--- config.mk ---
export PLATFORM = sky130hd
export DESIGN_NAME = fp_sequencer
export DESIGN_NICKNAME = d
export VERILOG_FILES = /design/src/rtl/fp_sequencer.sv
export SDC_FILE = /design/constraint.sdc
export NUM_CORES = 1
export LEC_CHECK = 0
export CORE_MARGIN = 4
export CORE_UTILIZATION = 55
export DETAILED_ROUTE_END_ITERATION = 10
export GPL_ROUTABILITY_DRIVEN = 0
export PLACE_DENSITY = 0.85
export SLEW_MARGIN = 10
export SYNTH_ARGS = -nofsm -noshare
export SYNTH_HDL_FRONTEND = slang
export SYNTH_SLANG_ARGS = --single-unit
--- constraint.sdc ---
create_clock -name clk -period 2.15 [get_ports clk]
set_input_delay 0.43 -clock clk [delete_from_list [all_inputs] [get_ports clk]]
set_output_delay 0.43 -clock clk [all_outputs]
set_load 0.1 [all_outputs]
--- src/rtl/fp_sequencer.sv ---
// Forward-propagation sequencer: walks every sample through all hidden neurons,
// then one output-layer job, with a per-job watchdog and synchronous abort.
module fp_sequencer #(
   parameter int ROWS    = 100,
   parameter int NEURONS = 10,
   parameter int TIMEOUT = 4096,
   parameter int SW      = 7,
   parameter int NW      = 4
) (
   input  logic          clk,
   input  logic          rst_n,
   input  logic          start,
   input  logic          abort,
   output logic          act1_start,
   input  logic          act1_done,
   output logic          act2_start,
   input  logic          act2_done,
   output logic [SW-1:0] sample_idx,
   output logic          layer_idx,
   output logic [NW-1:0] neuron_idx,
   output logic          busy,
   output logic          done_fp,
   output logic          err
);

   localparam int WW = (TIMEOUT > 1) ? $clog2(TIMEOUT) : 1;

   typedef enum logic [2:0] {IDLE, H_ISSUE, H_WAIT, O_ISSUE, O_WAIT, DONE, ERR} state_t;

   state_t        state_q, state_d;
   logic [SW-1:0] sample_q, sample_d;
   logic [NW-1:0] neuron_q, neuron_d;
   logic          layer_q, layer_d;
   logic [WW-1:0] wd_q, wd_d;
   logic          wd_exp;

   assign wd_exp = (wd_q == WW'(TIMEOUT - 1));

   always_ff @(posedge clk or negedge rst_n) begin
      if (!rst_n) begin
         state_q  <= IDLE;
         sample_q <= '0;
         neuron_q <= '0;
         layer_q  <= 1'b0;
         wd_q     <= '0;
      end else begin
         state_q  <= state_d;
         sample_q <= sample_d;
         neuron_q <= neuron_d;
         layer_q  <= layer_d;
         wd_q     <= wd_d;
      end
   end

   // Watchdog defaults to clear, so every ISSUE cycle restarts it for the next wait.
   always_comb begin
      state_d  = state_q;
      sample_d = sample_q;
      neuron_d = neuron_q;
      layer_d  = layer_q;
      wd_d     = '0;
      case (state_q)
         IDLE, DONE, ERR: begin
            if (start) begin
               state_d  = H_ISSUE;
               sample_d = '0;
               neuron_d = '0;
               layer_d  = 1'b0;
            end
         end
         H_ISSUE: begin
            layer_d = 1'b0;
            state_d = H_WAIT;
         end
         H_WAIT: begin
            wd_d = wd_q + 1'b1;
            if (act1_done) begin
               if (neuron_q == NW'(NEURONS - 1)) begin
                  neuron_d = '0;
                  layer_d  = 1'b1;
                  state_d  = O_ISSUE;
               end else begin
                  neuron_d = neuron_q + 1'b1;
                  state_d  = H_ISSUE;
               end
            end else if (wd_exp) begin
               state_d = ERR;
            end
         end
         O_ISSUE: state_d = O_WAIT;
         O_WAIT: begin
            wd_d = wd_q + 1'b1;
            if (act2_done) begin
               if (sample_q == SW'(ROWS - 1)) begin
                  state_d = DONE;
               end else begin
                  sample_d = sample_q + 1'b1;
                  layer_d  = 1'b0;
                  state_d  = H_ISSUE;
               end
            end else if (wd_exp) begin
               state_d = ERR;
            end
         end
         default: state_d = IDLE;
      endcase
      // Abort overrides any done accepted in the same cycle.
      if (abort && busy) begin
         state_d  = IDLE;
         sample_d = '0;
         neuron_d = '0;
         layer_d  = 1'b0;
         wd_d     = '0;
      end
   end

   assign busy       = (state_q == H_ISSUE) || (state_q == H_WAIT) ||
                       (state_q == O_ISSUE) || (state_q == O_WAIT);
   assign act1_start = (state_q == H_ISSUE);
   assign act2_start = (state_q == O_ISSUE);
   assign done_fp    = (state_q == DONE);
   assign err        = (state_q == ERR);
   assign sample_idx = sample_q;
   assign neuron_idx = neuron_q;
   assign layer_idx  = layer_q;

endmodule
==> results.cfg, run 1 <==
[sta]
final.setup.tns_ns = 0
postLayoutSetupSlackWorst_ns = 0.142
timing.final.hold_violations = 0
max_clock_freq_ghz = 0.498
timing.final.max_slew_violations = 0
unrepaired_setup_endpoints_after_global_routing = no
minimum_clock_period_ns = 2.01
min_period_over_period_pct = 93.4
setup_failing_eps_final = 0
finalClockSkew_ns = 0.00931
timing.max_slew.rel_slack_pct = 67.5
worst_slew_pin_slew_ns = 0.485

[synth]
synth_cells = 210
area_share_of_and_or_nand_nor_cells_after_synthesis_pct = 28.5
post_synth_num_cell_types = 43
synth_sequential_area_ratio_pct = 38.6
synth_top_family_by_area = simple AND/OR/NAND/NOR gates
synth_warnings = 0
synth_area_per_cell_um2 = 8.33
post_synthesis_share_of_cell_area_spent_on_xor_and_xnor_gates_pct = 4.51
yosysTopAreaCellShare_pct = 38.6
synthAdderAreaFrac_pct = 2.86
synth_largest_area_cell = sky130_fd_sc_hd__dfrtp_1
synth_enable_flop_cells = 0
number_of_synthesized_register_bits = 27
mappedNetlistNets = 220
muxShareOfSynthArea_pct = 0.644
synth_area_in_compound_gates_pct = 20.5
ys_dominant_reg_cell = sky130_fd_sc_hd__dfrtp_1
postSynth.asyncResetShare_pct = 100
yosys-top-cells-area = sky130_fd_sc_hd__dfrtp_1, sky130_fd_sc_hd__o21ai_0, sky130_fd_sc_hd__nor2_1, sky130_fd_sc_hd__nand2_1, sky130_fd_sc_hd__a21oi_1
post_synth_instance_area_um2 = 1750

[grt]
groute.usage.overall_pct = 22.5
maximum_number_of_pins_on_one_net_before_global_route_repair = 28
first_global_vias = 1692
grt_pass1_wl_mm = 7.44
grt_remaining_overflow = 0
antenna_found_initial = 0

[placement]
dp.final_hpwl_mm = 3.18
placement.setup.worst_slack_ns = -0.0174
io_buffer_count = 22
dp_cells = 290

[cells_and_area]
num-nets-final = 261
final_core_utilization_pct = 73.6
num_antenna_cells = 0
instances_no_fill = 294
final_layout_size_suffix_gt1_share_pct = 27.2
fill_cells = 245
areaGrowthSynthToFinish_pct = 28.5

[power_and_ir_drop]
pwr_density_cell_nw_per_um2 = 913
vdd_drop_max_uv = 915
design_power_total_uw = 2050
power.leakage_uw = 0.000953

[status]
run_status = finished, final reports clean

[clock_tree]
ctsHoldBuffers = 0
tritoncts = built
clkLatencyLatePin_ns = 0.33
clock_h_tree_levels = 1
cts_max_path_buffers = 2
cts_root_buffer = sky130_fd_sc_hd__clkbuf_4
numClockSinks = 27
cts.clk_slew.worst_paths_ns = 0.16
cts_inserted_buffers = 3

[floorplan]
vertical_die_dimension_um = 64.4
initial_core_util_pct = 57.3
core_area_um2 = 3050
die_width_um = 64.4
core.rowCount = 20
io_pins = 23
floorplan.die_area_um2 = 4150

[critical_path]
cp.required_ns = 1.72
worstSetupPathType = flip-flop to output port
rr_endpoint = sample_idx[4]$_DFFE_PN0P_
regToRegStartpoint = sample_idx[0]$_DFFE_PN0P_
r2r_setup_slack_ns = 0.19
worst_r2r_path_depth = 7
critPathArrivalTime_ns = 1.58
timing.critical_path.from = state_q[1]$_DFFE_PN0P_
cp_max_fo = 19
critPathLaunchType = flip-flop
setup.worst_path.end_class = output port

[drt]
drt_first_pass_iters = 4
routed_wl_mm = 4.16
route.vias.total = 1669
drt-initial-drc-count = 121
drc = 0
route.antenna.remaining_nets = 0
routedWlPerCell_um = 14.2
avgViaCountPerCell = 5.68

[run]
drv.max_cap_violation_count = 0

[min_path]
worst_hold_path_type = primary input to async pin
[worst max-delay path by stage]
stage / endpoint / slack, ns
2_1_floorplan: done_fp / -0.19
3_3_place_gp: neuron_idx[3]$_DFFE_PN0P_ / 0.01
3_5_place_dp: neuron_idx[2]$_DFFE_PN0P_ / -0.02
4_1_cts: busy / 0.02
5_1_grt: busy / 0.04
6_report: err / 0.14
[registers in the layout, indices dropped and copies added, names as in the netlist]
name,flops
layer_idx,1
state_q,3
neuron_idx,4
wd_q,12
sample_idx,7
[cells in the final DEF (no fill, tap or decap), types with 6 or more instances in the layout]
master and n:
sky130_fd_sc_hd__nor2_1 21, sky130_fd_sc_hd__a21oi_1 14, sky130_fd_sc_hd__dfrtp_2 9, sky130_fd_sc_hd__inv_1 6, sky130_fd_sc_hd__o21ai_0 24, sky130_fd_sc_hd__nand2b_1 8, sky130_fd_sc_hd__nand3_1 13, sky130_fd_sc_hd__dfrtp_1 16
sky130_fd_sc_hd__buf_4 35, sky130_fd_sc_hd__nand2_1 19
[cell families (layout without fill, tap and decap cells)]
group	Yosys count	after routing
and+or+nand+nor	96	96
DFF	27	27
buffers and inverters	16	56
AOI/OAI and AO/OA	57	57
muxes	1	1
adders and majority gates	4	4
xor gates and xnor gates	9	9
[cell usage after synthesis (all sizes together), types with 3 or more instances]
cell type and n:
clkbuf 5, o31ai 5, buf 4, xnor2 4
or3 3, or2 3, and3 6, dfrtp 27
nor2b 5, nand3 13, ha 4, nand2b 8
inv 7, a21oi 15, o21ai 25, xor2 5
nand2 19, nor2 23, nor3 4
[cell type report]
type	instances	area (um^2)	area share, %
Timing Repair Buffer	45	413	18.4
Multi-Input combinational cell	167	1030	45.8
Tap cell	44	55.1	2.45
Clock inverter	1	7.51	0.334
Sequential cell	27	694	30.9
Clock buffer	3	22.5	1.00
Inverter	7	26.3	1.17
[per-stage QoR]
stage,instance area (um^2),hold WS (ns)
5_1_grt,2250,0.457
4_1_cts,2240,0.451
2_1_floorplan,1790,0.134
3_3_place_gp,2210,0.462
3_5_place_dp,2210,0.477
6_report,2250,0.446
[worst max-delay path, cell delays in order (launching register included)]
cell                      delay (ns)
sky130_fd_sc_hd__dfrtp_2        0.57
sky130_fd_sc_hd__or2b_1         0.32
sky130_fd_sc_hd__nor2_2         0.17
sky130_fd_sc_hd__buf_12         0.19
[power by group]
part / total [uW] / internal, uW / switching, uW
sequential: 642 / 544 / 98.0
combinational: 1180 / 473 / 706
clock: 230 / 71.2 / 159
total: 2050 / 1090 / 963
[routing by layer]
layer	GRT usage, %	vias to the layer above	wire length (um)	share of wire [%]
li1	-	823	-	-
met1	28.3	792	1830	44
met2	38.7	46	2020	48
met3	3.87	8	235	5.6
met4	7.92	0	81	1.9
met5	0	-	0	0
[what timing repair did]
item,CTS,global route
buffers inserted,0,0
setup endpoints to repair,1,9
resized for setup,1,3
pin swaps,0,0
Note: power is estimated with default switching activity, not from simulation.
==> run 2: changes to the inputs <==
- PLACE_DENSITY: 0.85 -> 0.8
- SKIP_CTS_REPAIR_TIMING: not set -> 1
==> results.cfg, run 2 (same netlist as run 1, synthesis figures left out) <==
[cells_and_area]
areaGrowthSynthToFinish_pct = 27.6
largest_register_ffs = 12
num_antenna_cells = 0
num-nets-final = 259
final_common_cell = sky130_fd_sc_hd__buf_4
regMostFlops = wd_q
final_layout_size_suffix_gt1_share_pct = 26.6
final_cell_mix = sky130_fd_sc_hd__buf_4, sky130_fd_sc_hd__o21ai_0, sky130_fd_sc_hd__nor2_1
instances_no_fill = 292

[critical_path]
worst_path_max_delay_cell = sky130_fd_sc_hd__dfrtp_2
cells_along_the_critical_path = buf_4, nor2_1, buf_4, xnor2_4, buf_12
cp.required_ns = 1.72
critPathArrivalTime_ns = 1.64
critPathLaunchType = flip-flop
path_common_cell = sky130_fd_sc_hd__buf_4
cp_max_fo = 9
worstSetupPathType = flip-flop to output port
timing.critical_path.slowest_cell_delay_ns = 0.49
setup.worst_path.end_class = output port

[clock_tree]
cts_inserted_buffers = 3
cts.clk_slew.worst_paths_ns = 0.16
clkLatencyLatePin_ns = 0.33
numClockSinks = 27
cts_root_buffer = sky130_fd_sc_hd__clkbuf_4
clock_h_tree_levels = 1
tritoncts = built
cts_max_path_buffers = 2

[grt]
maximum_number_of_pins_on_one_net_before_global_route_repair = 28
grt_remaining_overflow = 0
first_global_vias = 1637
antenna_found_initial = 0
grt_pass1_wl_mm = 7.31
groute.usage.overall_pct = 22.1

[placement]
placement.setup.worst_slack_ns = -0.0530
dp.final_hpwl_mm = 3.29
dp_cells = 288
io_buffer_count = 22

[power_and_ir_drop]
power.share.switching_pct = 47.6
design_power_total_uw = 2060
power.leakage_uw = 0.000943
power.share.sequential_pct = 30.9
power_report.internal_total_uw = 1080
pwr_density_cell_nw_per_um2 = 922
vdd_drop_max_uv = 1010
pwr-share-comb_pct = 57.7
switching_power_uw = 979
clock_power_share_pct = 11.3

[sta]
timing.max_slew.rel_slack_pct = 68.0
min_period_over_period_pct = 96.5
timing.final.hold_violations = 0
minimum_clock_period_ns = 2.07
whs_ns = 0.451
max_clock_freq_ghz = 0.482
timing.final.max_slew_violations = 0
worst_slew_pin_slew_ns = 0.478
finalClockSkew_ns = 0.00590
postLayoutSetupSlackWorst_ns = 0.0757
setup_failing_eps_final = 0

[drt]
route.vias.total = 1696
routed_wl_mm = 4.35
drc = 0
route.antenna.remaining_nets = 0
avgViaCountPerCell = 5.81
routedWlPerCell_um = 14.9
drt-initial-drc-count = 143
drt_first_pass_iters = 4

[status]
run_status = finished, final reports clean

[floorplan]
io_pins = 23
core_area_um2 = 3050
die_width_um = 64.4
initial_core_util_pct = 57.3
floorplan.die_area_um2 = 4150
vertical_die_dimension_um = 64.4
core.rowCount = 20

[min_path]
worst_hold_path_type = primary input to async pin

[run]
drv.max_cap_violation_count = 0
-- run 2: cell types whose count changed in the layout (fill, tap and decap cells not counted) --
cell	change
sky130_fd_sc_hd__buf_4	-2
-- run 2: critical path: cells and delay by family, from the launching register on --
| family | cells | cell delay [ns] |
|---|---|---|
| AND/OR/NAND/NOR | 1 | 0.14 |
| flip-flops | 1 | 0.49 |
| buffers and inverters | 3 | 0.56 |
| XOR/XNOR | 1 | 0.13 |
-- run 2: worst paths after layout --
check	slack, ns	depth (start not counted)	end	startpoint
worst min-delay path	0.45	2	neuron_idx[0]$_DFFE_PN0P_	rst_n
min in group clk	0.52	1	wd_q[0]$_DFF_PN0_	wd_q[0]$_DFF_PN0_
worst min register to register	0.52	1	wd_q[0]$_DFF_PN0_	wd_q[0]$_DFF_PN0_
worst max-delay path	0.08	5	busy	state_q[1]$_DFFE_PN0P_
worst max register to register	0.18	7	sample_idx[6]$_DFFE_PN0P_	sample_idx[0]$_DFFE_PN0P_
max in group asynchronous	1.42	2	sample_idx[1]$_DFFE_PN0P_	rst_n
-- run 2: routing by layer --
| layer | global-route usage [%] | part of all wire [%] | vias to the layer above |
|---|---|---|---|
| li1 | - | - | 821 |
| met1 | 27.2 | 41 | 810 |
| met2 | 39.8 | 53 | 57 |
| met3 | 3.34 | 4.8 | 8 |
| met4 | 6.33 | 1.1 | 0 |
| met5 | 0 | 0 | - |
-- run 2: layout make-up --
type / count / area, um^2
clock buffers: 3 / 22.5
multi-input cells: 167 / 1030
clock inverters: 1 / 7.51
flip-flops and latches: 27 / 694
repair buffers: 43 / 398
fillers: 244 / 821
inverters: 7 / 26.3
well taps: 44 / 55.1
-- run 2: stage by stage --
step | cell area, um^2 | setup TNS (ns) | util (%)
after floorplan | 1790 | -0.194 | -
after detailed placement | 2190 | -0.0703 | 71.9
after global routing | 2230 | -0.00973 | 73.1
after CTS | 2220 | -0.103 | 72.9
final | 2230 | 0 | 73.1
after global placement | 2190 | -0.0325 | 71.9
-- run 2: power groups by stage --
stage          sequential [uW]  combinational, uW  clock [uW]
4_1_cts                    628               1180         243
3_5_place_dp               637               1180           0
6_report                   636               1190         233
5_1_grt                    645               1260         267
2_1_floorplan              637                776           0
3_3_place_gp               632               1150           0
